## config.mk

```make
export PLATFORM = sky130hd
export DESIGN_NAME = alu_bist_engine_flat
export DESIGN_NICKNAME = d
export VERILOG_FILES = /design/src/rtl/alu_bist_pkg.sv /design/src/rtl/alu_bist_engine_if.sv /design/src/rtl/bist_lfsr.sv /design/src/rtl/alu_bist_engine.sv /design/src/flat_wrapper.sv
export SDC_FILE = /design/constraint.sdc
export NUM_CORES = 1
export LEC_CHECK = 0
export CAP_MARGIN = 20
export CORE_MARGIN = 3
export CORE_UTILIZATION = 60
export DETAILED_ROUTE_END_ITERATION = 6
export DONT_BUFFER_PORTS = 1
export HOLD_SLACK_MARGIN = 0.12
export PLACE_DENSITY = 0.85
export SYNTH_ARGS = -nofsm -noshare
export SYNTH_HDL_FRONTEND = slang
export SYNTH_HIERARCHICAL = 1
export SYNTH_SLANG_ARGS = --single-unit
```

## constraint.sdc

```tcl
create_clock -name clk -period 4.9 [get_ports clk]
set_input_delay 0.49 -clock clk [delete_from_list [all_inputs] [get_ports clk]]
set_output_delay 0.49 -clock clk [all_outputs]
set_load 0.05 [all_outputs]
```

## src/rtl/alu_bist_pkg.sv

```systemverilog
// Shared constants and types for the ALU BIST engine: opcode encodings, FSM states,
// LFSR and MISR tap definitions.
package alu_bist_pkg;

  // Pattern register width and pattern index width
  localparam int unsigned LFSR_W = 10;
  localparam int unsigned IDX_W  = 10;
  localparam int unsigned MISR_W = 4;

  // ALU opcodes carried in pat_op
  typedef enum logic [1:0] {
    OP_ADD = 2'b00,
    OP_SUB = 2'b01,
    OP_MUL = 2'b10,
    OP_DIV = 2'b11
  } alu_op_e;

  typedef enum logic [1:0] {
    ST_IDLE = 2'd0,
    ST_RUN  = 2'd1,
    ST_DONE = 2'd2
  } bist_state_e;

  // x^10 + x^7 + 1, Fibonacci form: feedback = lfsr[9] ^ lfsr[6]
  localparam int unsigned LFSR_TAP_HI = 9;
  localparam int unsigned LFSR_TAP_LO = 6;
  localparam logic [LFSR_W-1:0] LFSR_SEED_DEFAULT = 10'h001;

  // x^4 + x^3 + 1: the shifted-out bit folds back into bits 3 and 0
  localparam logic [MISR_W-1:0] MISR_TAPS = 4'b1001;

endpackage

```

## src/rtl/alu_bist_engine_if.sv

```systemverilog
// Bus between the BIST engine and its environment: stimulus towards the ALU, response
// back from it, plus run control and status.
interface alu_bist_engine_if
  import alu_bist_pkg::*;
#(
  parameter int unsigned DATA_W = 4,
  parameter int unsigned OP_W   = 2
) ();

  logic              start;
  logic [DATA_W-1:0] alu_c;
  logic [DATA_W-1:0] pat_a;
  logic [DATA_W-1:0] pat_b;
  logic [OP_W-1:0]   pat_op;
  logic              busy;
  logic              done;
  logic              pass;
  logic [DATA_W-1:0] signature;
  logic [IDX_W-1:0]  pattern_idx;

  // Environment side: issues start, returns the ALU result, observes status
  modport master (
    output start, alu_c,
    input  pat_a, pat_b, pat_op, busy, done, pass, signature, pattern_idx
  );

  // Engine side
  modport slave (
    input  start, alu_c,
    output pat_a, pat_b, pat_op, busy, done, pass, signature, pattern_idx
  );

endinterface

```

## src/rtl/bist_lfsr.sv

```systemverilog
// Pattern register: 10-bit Fibonacci LFSR that can be loaded with a seed or stepped.
// Clears to zero on reset so the driven pattern is all-zero while idle.
module bist_lfsr
  import alu_bist_pkg::*;
#(
  parameter int unsigned       WIDTH = LFSR_W,
  parameter logic [WIDTH-1:0]  SEED  = LFSR_SEED_DEFAULT
) (
  input  logic             clk,
  input  logic             rst,
  input  logic             load,
  input  logic             step,
  output logic [WIDTH-1:0] state
);

  logic [WIDTH-1:0] lfsr_q;
  logic [WIDTH-1:0] lfsr_d;

  // Next-state: load wins over step, otherwise hold
  always_comb begin
    lfsr_d = lfsr_q;
    if (load) begin
      lfsr_d = SEED;
    end else if (step) begin
      lfsr_d = {lfsr_q[WIDTH-2:0], lfsr_q[LFSR_TAP_HI] ^ lfsr_q[LFSR_TAP_LO]};
    end
  end

  // Pattern register with asynchronous clear
  always_ff @(posedge clk or posedge rst) begin
    if (rst) begin
      lfsr_q <= '0;
    end else begin
      lfsr_q <= lfsr_d;
    end
  end

  assign state = lfsr_q;

endmodule

```

## src/rtl/alu_bist_engine.sv

```systemverilog
// BIST source/sink for the 4-bit ALU. Drives LFSR patterns as {A,B,Op}, folds each ALU
// result into a MISR and compares the final signature with a golden value.
module alu_bist_engine
  import alu_bist_pkg::*;
#(
  parameter int unsigned        DATA_W      = 4,
  parameter int unsigned        OP_W        = 2,
  parameter int unsigned        PATTERN_CNT = 16,
  parameter logic [LFSR_W-1:0]  LFSR_SEED   = LFSR_SEED_DEFAULT,
  parameter logic [DATA_W-1:0]  GOLDEN_SIG  = '0
) (
  input logic              clk,
  input logic              rst,
  alu_bist_engine_if.slave bus
);

  // An all-zero seed would lock the LFSR, so substitute the minimal nonzero state
  localparam logic [LFSR_W-1:0] SEED_EFF = (LFSR_SEED == '0) ? 10'h001 : LFSR_SEED;
  localparam logic [IDX_W-1:0]  LAST_IDX = IDX_W'(PATTERN_CNT - 1);

  bist_state_e       state_q, state_d;
  logic [DATA_W-1:0] sig_q, sig_d, sig_next;
  logic [IDX_W-1:0]  idx_q, idx_d;
  logic              pass_q, pass_d;
  logic              lfsr_load;
  logic              lfsr_step_en;
  logic [LFSR_W-1:0] lfsr_state;

  bist_lfsr #(
    .WIDTH (LFSR_W),
    .SEED  (SEED_EFF)
  ) u_lfsr (
    .clk   (clk),
    .rst   (rst),
    .load  (lfsr_load),
    .step  (lfsr_step_en),
    .state (lfsr_state)
  );

  // MISR update for the result of the pattern currently on the bus
  always_comb begin
    sig_next = {sig_q[DATA_W-2:0], 1'b0}
             ^ (DATA_W'(MISR_TAPS) & {DATA_W{sig_q[DATA_W-1]}})
             ^ bus.alu_c;
  end

  // FSM next-state, signature/counter/pass updates and LFSR control
  always_comb begin
    state_d      = state_q;
    sig_d        = sig_q;
    idx_d        = idx_q;
    pass_d       = pass_q;
    lfsr_load    = 1'b0;
    lfsr_step_en = 1'b0;
    unique case (state_q)
      ST_IDLE, ST_DONE: begin
        if (bus.start) begin
          state_d   = ST_RUN;
          sig_d     = '0;
          idx_d     = '0;
          pass_d    = 1'b0;
          lfsr_load = 1'b1;
        end
      end
      ST_RUN: begin
        sig_d = sig_next;
        if (idx_q == LAST_IDX) begin
          // Last result absorbed; freeze the pattern and latch the verdict
          state_d = ST_DONE;
          pass_d  = (sig_next == GOLDEN_SIG);
        end else begin
          idx_d        = idx_q + 1'b1;
          lfsr_step_en = 1'b1;
        end
      end
      default: begin
        state_d = ST_IDLE;
      end
    endcase
  end

  // State, signature, pattern index and verdict registers
  always_ff @(posedge clk or posedge rst) begin
    if (rst) begin
      state_q <= ST_IDLE;
      sig_q   <= '0;
      idx_q   <= '0;
      pass_q  <= 1'b0;
    end else begin
      state_q <= state_d;
      sig_q   <= sig_d;
      idx_q   <= idx_d;
      pass_q  <= pass_d;
    end
  end

  assign bus.pat_op      = lfsr_state[OP_W-1:0];
  assign bus.pat_b       = lfsr_state[OP_W +: DATA_W];
  assign bus.pat_a       = lfsr_state[OP_W+DATA_W +: DATA_W];
  assign bus.busy        = (state_q == ST_RUN);
  assign bus.done        = (state_q == ST_DONE);
  assign bus.pass        = pass_q;
  assign bus.signature   = sig_q;
  assign bus.pattern_idx = idx_q;

endmodule
```

## src/flat_wrapper.sv

```systemverilog
// flat-port wrapper written by rule: the top's interface ports become plain ports
module alu_bist_engine_flat import alu_bist_pkg::*;
#(
  parameter int unsigned        DATA_W      = 4,
  parameter int unsigned        OP_W        = 2,
  parameter int unsigned        PATTERN_CNT = 16,
  parameter logic [LFSR_W-1:0]  LFSR_SEED   = LFSR_SEED_DEFAULT,
  parameter logic [DATA_W-1:0]  GOLDEN_SIG  = '0
)
  (clk, rst, bus_start, bus_alu_c, bus_pat_a, bus_pat_b, bus_pat_op, bus_busy, bus_done, bus_pass, bus_signature, bus_pattern_idx);
  alu_bist_engine_if #(.DATA_W(DATA_W), .OP_W(OP_W)) bus_i ();
  input logic clk;
  input logic rst;
  input wire logic [$bits(bus_i.start)-1:0] bus_start;
  input wire logic [$bits(bus_i.alu_c)-1:0] bus_alu_c;
  output wire logic [$bits(bus_i.pat_a)-1:0] bus_pat_a;
  output wire logic [$bits(bus_i.pat_b)-1:0] bus_pat_b;
  output wire logic [$bits(bus_i.pat_op)-1:0] bus_pat_op;
  output wire logic [$bits(bus_i.busy)-1:0] bus_busy;
  output wire logic [$bits(bus_i.done)-1:0] bus_done;
  output wire logic [$bits(bus_i.pass)-1:0] bus_pass;
  output wire logic [$bits(bus_i.signature)-1:0] bus_signature;
  output wire logic [$bits(bus_i.pattern_idx)-1:0] bus_pattern_idx;
  assign bus_i.start = bus_start;
  assign bus_i.alu_c = bus_alu_c;
  assign bus_pat_a = bus_i.pat_a;
  assign bus_pat_b = bus_i.pat_b;
  assign bus_pat_op = bus_i.pat_op;
  assign bus_busy = bus_i.busy;
  assign bus_done = bus_i.done;
  assign bus_pass = bus_i.pass;
  assign bus_signature = bus_i.signature;
  assign bus_pattern_idx = bus_i.pattern_idx;
  alu_bist_engine #(.DATA_W(DATA_W), .OP_W(OP_W), .PATTERN_CNT(PATTERN_CNT), .LFSR_SEED(LFSR_SEED), .GOLDEN_SIG(GOLDEN_SIG)) u_core (.clk(clk), .rst(rst), .bus(bus_i));
endmodule
```

==> results.sh, run 1 <==
export IMPL_timing_critical_path_arrival_ns=2.42
export IMPL_synthCells=124
export IMPL_post_synth_cell_area_avg_um2=10.8
export IMPL_vias_per_cell=6.32
export IMPL_final_cell_mix="27 x dfrtp_1, 16 x nor2_1, 9 x mux2i_1"
export IMPL_die_h_um=53.2
export IMPL_via_count=961
export IMPL_cts_setup_buffers=0
export IMPL_nets=134
export IMPL_clock_path_buffers=2
export IMPL_grt_pass1_vias=891
export IMPL_clk_pin_slew_ns=0.14
export IMPL_synth_cell_types=33
export IMPL_yosys_area_share_adder_pct=0.936
export IMPL_hold_violations=0
export IMPL_maxSlewViolCount=0
export IMPL_clkLatencyLatePin_ns=0.32
export IMPL_drive_above_1_share_pct=8.80
export IMPL_yosys_area_top_type_share_pct=50.6
export IMPL_pin_count=34
export IMPL_ys_top_cells_by_area="dfrtp_1 51%, mux2i_1 6.7%, a22o_1 5.2%"
export IMPL_num_rows=16
export IMPL_cts_root_buf="clkbuf_4"
export IMPL_max_freq_ghz=0.455
export IMPL_worstSetupPathType="reg -> reg"
export IMPL_grt_overflow_total=0
export IMPL_grt_max_degree=20
export IMPL_routed_wl_um=2540
export IMPL_synthSimpleGateAreaFrac_pct=17.0
export IMPL_core_mm2=0.00204
export IMPL_end_kind="flip-flop"
export IMPL_globalplace_congestion=0.845
export IMPL_drv_cap=0
export IMPL_antenna_left=0
export IMPL_htreeDepth=1
export IMPL_reg2reg_from="u_core/state_q[1]"
export IMPL_start_kind="flip-flop"
export IMPL_required_ns=5.12
export IMPL_fin_setup_tns_ns=0
export IMPL_antenna_found_initial=0
export IMPL_slew_headroom_pct=34.2
export IMPL_cp_startpoint="u_core/state_q[1]"
export IMPL_worst_pin_slew_ns=0.985
export IMPL_finalCritPeriodShare_pct=44.9
export IMPL_final_common_cell="dfrtp_1"
export IMPL_yosys_area_share_xor_xnor_pct=4.59
export IMPL_synth_top_area_cell="dfrtp_1"
export IMPL_grt_pass1_wl_um=4110
export IMPL_yosys_warnings=6
export IMPL_fin_worst_skew_ns=0.00547
export IMPL_port_buffers=0
export IMPL_min_delay_path_class="in -> async"
export IMPL_synth_top_family_by_area="simple AND/OR/NAND/NOR gates"
export IMPL_areaGrowthSynthToFinish_pct=3.37
export IMPL_track_usage_pct=20.3
export IMPL_dieWidth_um=53.2
export IMPL_cp_max_fo=12
export IMPL_setup_ws_ns=2.70
export IMPL_syn_nets=132
export IMPL_drt_pass1_iterations=4
export IMPL_finalSetupViolCount=0
export IMPL_pre_cts_slack_ns=2.72
export IMPL_synth_area_mm2=0.00134
export IMPL_synth_compound_area_share_pct=14.7
export IMPL_first_iter_violations=32
export IMPL_ys_ff_latch=27
export IMPL_synth_mux_area_share_pct=7.58
export IMPL_cts_buffers=3
export IMPL_diodes=0
export IMPL_wire_per_inst_um=16.7
export IMPL_drc=0
export IMPL_cts_sinks=27
export IMPL_status="complete, no violations"
export IMPL_initial_core_util_pct=65.4
export IMPL_ys_seq_area_share_pct=50.6
export IMPL_dp_hpwl_um=1870
export IMPL_cts_tree="yes"
export IMPL_rsz0062_at_grt="false"
export IMPL_die_area_mm2=0.00283
export IMPL_finalCriticalPeriod_ns=2.20
-- worst max-delay path: stages (launching register included) --
cell and delay [ns]:
dfrtp_1 0.39, nand2b_1 0.31, inv_1 0.63, nand2_1 0.18
o21ai_0 0.24, mux2_2 0.35
-- sequential cells by signal (all words and copies together) (netlist names) --
name and count:
u_core/bus.pass 1, u_core/bus.pattern_idx 10, u_core/bus.signature 4, u_core/state_q 2, u_core/u_lfsr/state 10
-- synth_stat cells --
cell type and number:
a31o_2 1, nand4_1 1, nand2b_1 4, xor2_1 2, nor3_1 2, nor2b_1 3
a21oi_1 1, o2bb2ai_1 1, nor2_1 16, buf_6 1, mux2i_1 9, xnor2_1 5
a31o_4 1, a41oi_1 1, a211o_1 1, nand3_1 4, nor2_8 1, nor4_4 1
inv_1 5, o21ai_0 5, a22o_1 8, inv_2 1, nand2_1 4, and3_1 4
inv_6 1, clkinv_1 1, o22ai_1 5, buf_2 3, mux2_2 1, dfrtp_1 27
a31oi_1 2, ha_1 1, nor4_1 1
-- path summary, 6_finish.rpt --
path / end / slack (ns) / depth (start not counted)
hold reg to reg: u_core/bus.pattern_idx[1] / 0.76 / 3
max in group asynchronous: u_core/u_lfsr/state[0] / 4.07 / 2
hold / removal: u_core/bus.pattern_idx[7] / 0.12 / 1
setup / recovery: u_core/bus.pass / 2.70 / 5
min in group clk: u_core/state_q[1] / 0.36 / 2
setup reg to reg: u_core/bus.pass / 2.70 / 5
-- layout make-up --
| class | instances | area [um2] |
|---|---|---|
| Fill cell | 157 | 661 |
| Clock inverter | 1 | 5.00 |
| Clock buffer | 3 | 22.5 |
| Tap cell | 27 | 33.8 |
| Sequential cell | 27 | 676 |
| Inverter | 8 | 35.0 |
| Multi-Input combinational cell | 85 | 599 |
| Timing Repair Buffer | 1 | 10.0 |
-- logic make-up (layout without fill, tap and decap cells) --
| kind of cell | count (synthesis) | after routing |
|---|---|---|
| adder cells (fa/ha/maj) | 1 | 1 |
| AO/OA/AOI/OAI | 26 | 26 |
| XOR/XNOR | 7 | 7 |
| buffers and inverters | 12 | 13 |
| AND/OR/NAND/NOR | 41 | 41 |
| flip-flops | 27 | 27 |
| multiplexers | 10 | 10 |
-- stage by stage --
| step | util (%) | std cells | cell area, um2 | hold slack (ns) |
|---|---|---|---|---|
| 3_3_place_gp | 65.8 | 147 | 1340 | 0.362 |
| 2_1_floorplan | - | 124 | 1340 | 0.330 |
| 6_report | 67.6 | 152 | 1380 | 0.115 |
| 5_1_grt | 67.6 | 152 | 1380 | 0.145 |
| 4_1_cts | 67.6 | 152 | 1380 | 0.137 |
| 3_5_place_dp | 65.8 | 147 | 1340 | 0.371 |
-- metal layers --
metal  wire length (um)  track usage (%)
met5                  0                0
met4                 12             6.38
met1               1070             24.4
met3                209             7.32
met2               1250             33.7
-- repair_timing --
item	in CTS	in global routing
hold buffers	1	0
hold endpoints to repair	10	0
gates resized for setup	0	0
Power of run 1 is not shown: default switching activity piles up to over one toggle a cycle in this logic, so the estimate is an artifact.
==> inputs of run 2 (changes only) <==
- clock period: 4.9 -> 2.1 ns (I/O delays scaled with it)
==> run 2 against run 1 <==
Setup slack worse by 2.5 ns. Non-clock buffer count up 15. Sequential share of layout area down 3.8 points. Sequential cell count unchanged. Die area unchanged. Global-route usage up 0.60 points. Hold slack better by 0.033 ns. Cell count up 9.9%. Design area up 8.5%.
==> results.sh, run 2 (synthesized netlist as in run 1, its figures left out) <==
export IMPL_diodes=0
export IMPL_antenna_left=0
export IMPL_dieWidth_um=53.2
export IMPL_timing_critical_path_arrival_ns=1.66
export IMPL_start_kind="flip-flop"
export IMPL_cts_sinks=27
export IMPL_pin_count=34
export IMPL_grt_overflow_total=0
export IMPL_cts_root_buf="clkbuf_4"
export IMPL_final_common_cell="dfrtp_1"
export IMPL_via_count=1017
export IMPL_clkLatencyLatePin_ns=0.32
export IMPL_drt_pass1_iterations=4
export IMPL_initial_core_util_pct=65.4
export IMPL_first_iter_violations=28
export IMPL_hold_violations=0
export IMPL_dp_hpwl_um=2030
export IMPL_routed_wl_um=2710
export IMPL_cts_tree="yes"
export IMPL_nFillCells=148
export IMPL_cp_max_fo=10
export IMPL_core_mm2=0.00204
export IMPL_slew_headroom_pct=56.5
export IMPL_finalCriticalPeriod_ns=1.87
export IMPL_drv_cap=0
export IMPL_required_ns=1.89
export IMPL_cpMostUsedCell="buf_4"
export IMPL_drive_above_1_share_pct=17.9
export IMPL_hold_slack_ns=0.148
export IMPL_maxSlewViolCount=0
export IMPL_cts_buffers=3
export IMPL_antenna_found_initial=0
export IMPL_worst_pin_slew_ns=0.652
export IMPL_port_buffers=0
export IMPL_final_cell_mix="27 x dfrtp_1, 16 x nor2_1, 14 x buf_4"
export IMPL_slowest_stage="dfrtp_1"
export IMPL_clock_path_buffers=2
export IMPL_num_rows=16
export IMPL_drc=0
export IMPL_critPathMaxStageDelay_ns=0.40
export IMPL_grt_pass1_wl_um=4320
export IMPL_status="complete, no violations"
export IMPL_die_area_mm2=0.00283
export IMPL_globalplace_congestion=0.894
export IMPL_track_usage_pct=20.9
export IMPL_path_cells="nand2b_1 > inv_1 > buf_4 > buf_4"
export IMPL_htreeDepth=1
export IMPL_max_freq_ghz=0.535
export IMPL_finalCritPeriodShare_pct=89.0
export IMPL_worstSetupPathType="reg -> out"
export IMPL_setup_ws_ns=0.231
export IMPL_clk_pin_slew_ns=0.15
export IMPL_end_kind="primary output"
export IMPL_min_delay_path_class="in -> reg"
export IMPL_rsz0062_at_grt="false"
export IMPL_grt_pass1_vias=973
export IMPL_die_h_um=53.2
export IMPL_areaGrowthSynthToFinish_pct=12.2
export IMPL_finalSetupViolCount=0
export IMPL_fin_setup_tns_ns=0
export IMPL_fin_worst_skew_ns=0.00541
export IMPL_vias_per_cell=6.09
export IMPL_cts_resized_gates=0
export IMPL_wire_per_inst_um=16.2
export IMPL_pre_cts_slack_ns=0.359
export IMPL_reg2reg_slack_ns=0.33
export IMPL_grt_max_degree=18
export IMPL_nets=149
-- run 2: cell types whose count changed in the layout (fill, tap and decap cells not counted) --
cell	previous run	this run
clkinvlp_4	0	1
dlygate4sd3_1	1	2
clkinv_2	1	0
buf_4	0	14
-- run 2: layer usage --
metal  vias to the layer above  GRT usage, %  part of all wire, %
met2                        47          34.9                   49
li1                        474             -                    -
met4                         0          5.11                 0.52
met3                         2          5.63                  8.8
met1                       494          26.8                   42
met5                         -             0                    0
-- run 2: path summary, 6_finish.rpt --
path,startpoint,endpoint,cells after the start
worst max-delay path,u_core/state_q[1],bus_busy,4
worst min-delay path,bus_alu_c[2],u_core/bus.signature[2],2
worst max register to register,u_core/bus.pattern_idx[1],u_core/bus.pattern_idx[5],6
worst min register to register,u_core/bus.pattern_idx[9],u_core/state_q[1],3
max in group asynchronous,rst,u_core/bus.signature[1],2
min in group asynchronous,rst,u_core/u_lfsr/state[8],2
-- run 2: per-stage QoR --
step,cells,cell area [um2],util (%)
after global routing,167,1500,73.4
after global placement,161,1450,71.0
final,167,1500,73.4
after CTS,167,1500,73.4
after detailed placement,161,1450,71.0
after floorplan,124,1340,-
-- run 2: cell type report --
class,count,area [um2],area share (%)
clock buffer,3,22.5,1.50
clock inverter,1,7.51,0.501
inverter,8,35.0,2.34
multi-input combinational,85,599,40.0
sequential,27,676,45.1
tap,27,33.8,2.25
timing repair buffer,16,125,8.35
-- run 2: what timing repair did --
item                                    4_1_cts  5_1_grt
endpoints found under the hold margin        28        0
hold buffers                                  2        0
endpoints found under the setup margin        0        0
setup buffers                                 0        0
-- run 2: worst max-delay path, delay by kind of cell (launching register included) --
family                 cells  cell delay [ns]
buffers and inverters      3             0.62
flip-flops                 1             0.40
AND/OR/NAND/NOR            1             0.31
Power of run 2 is left out for the same reason.
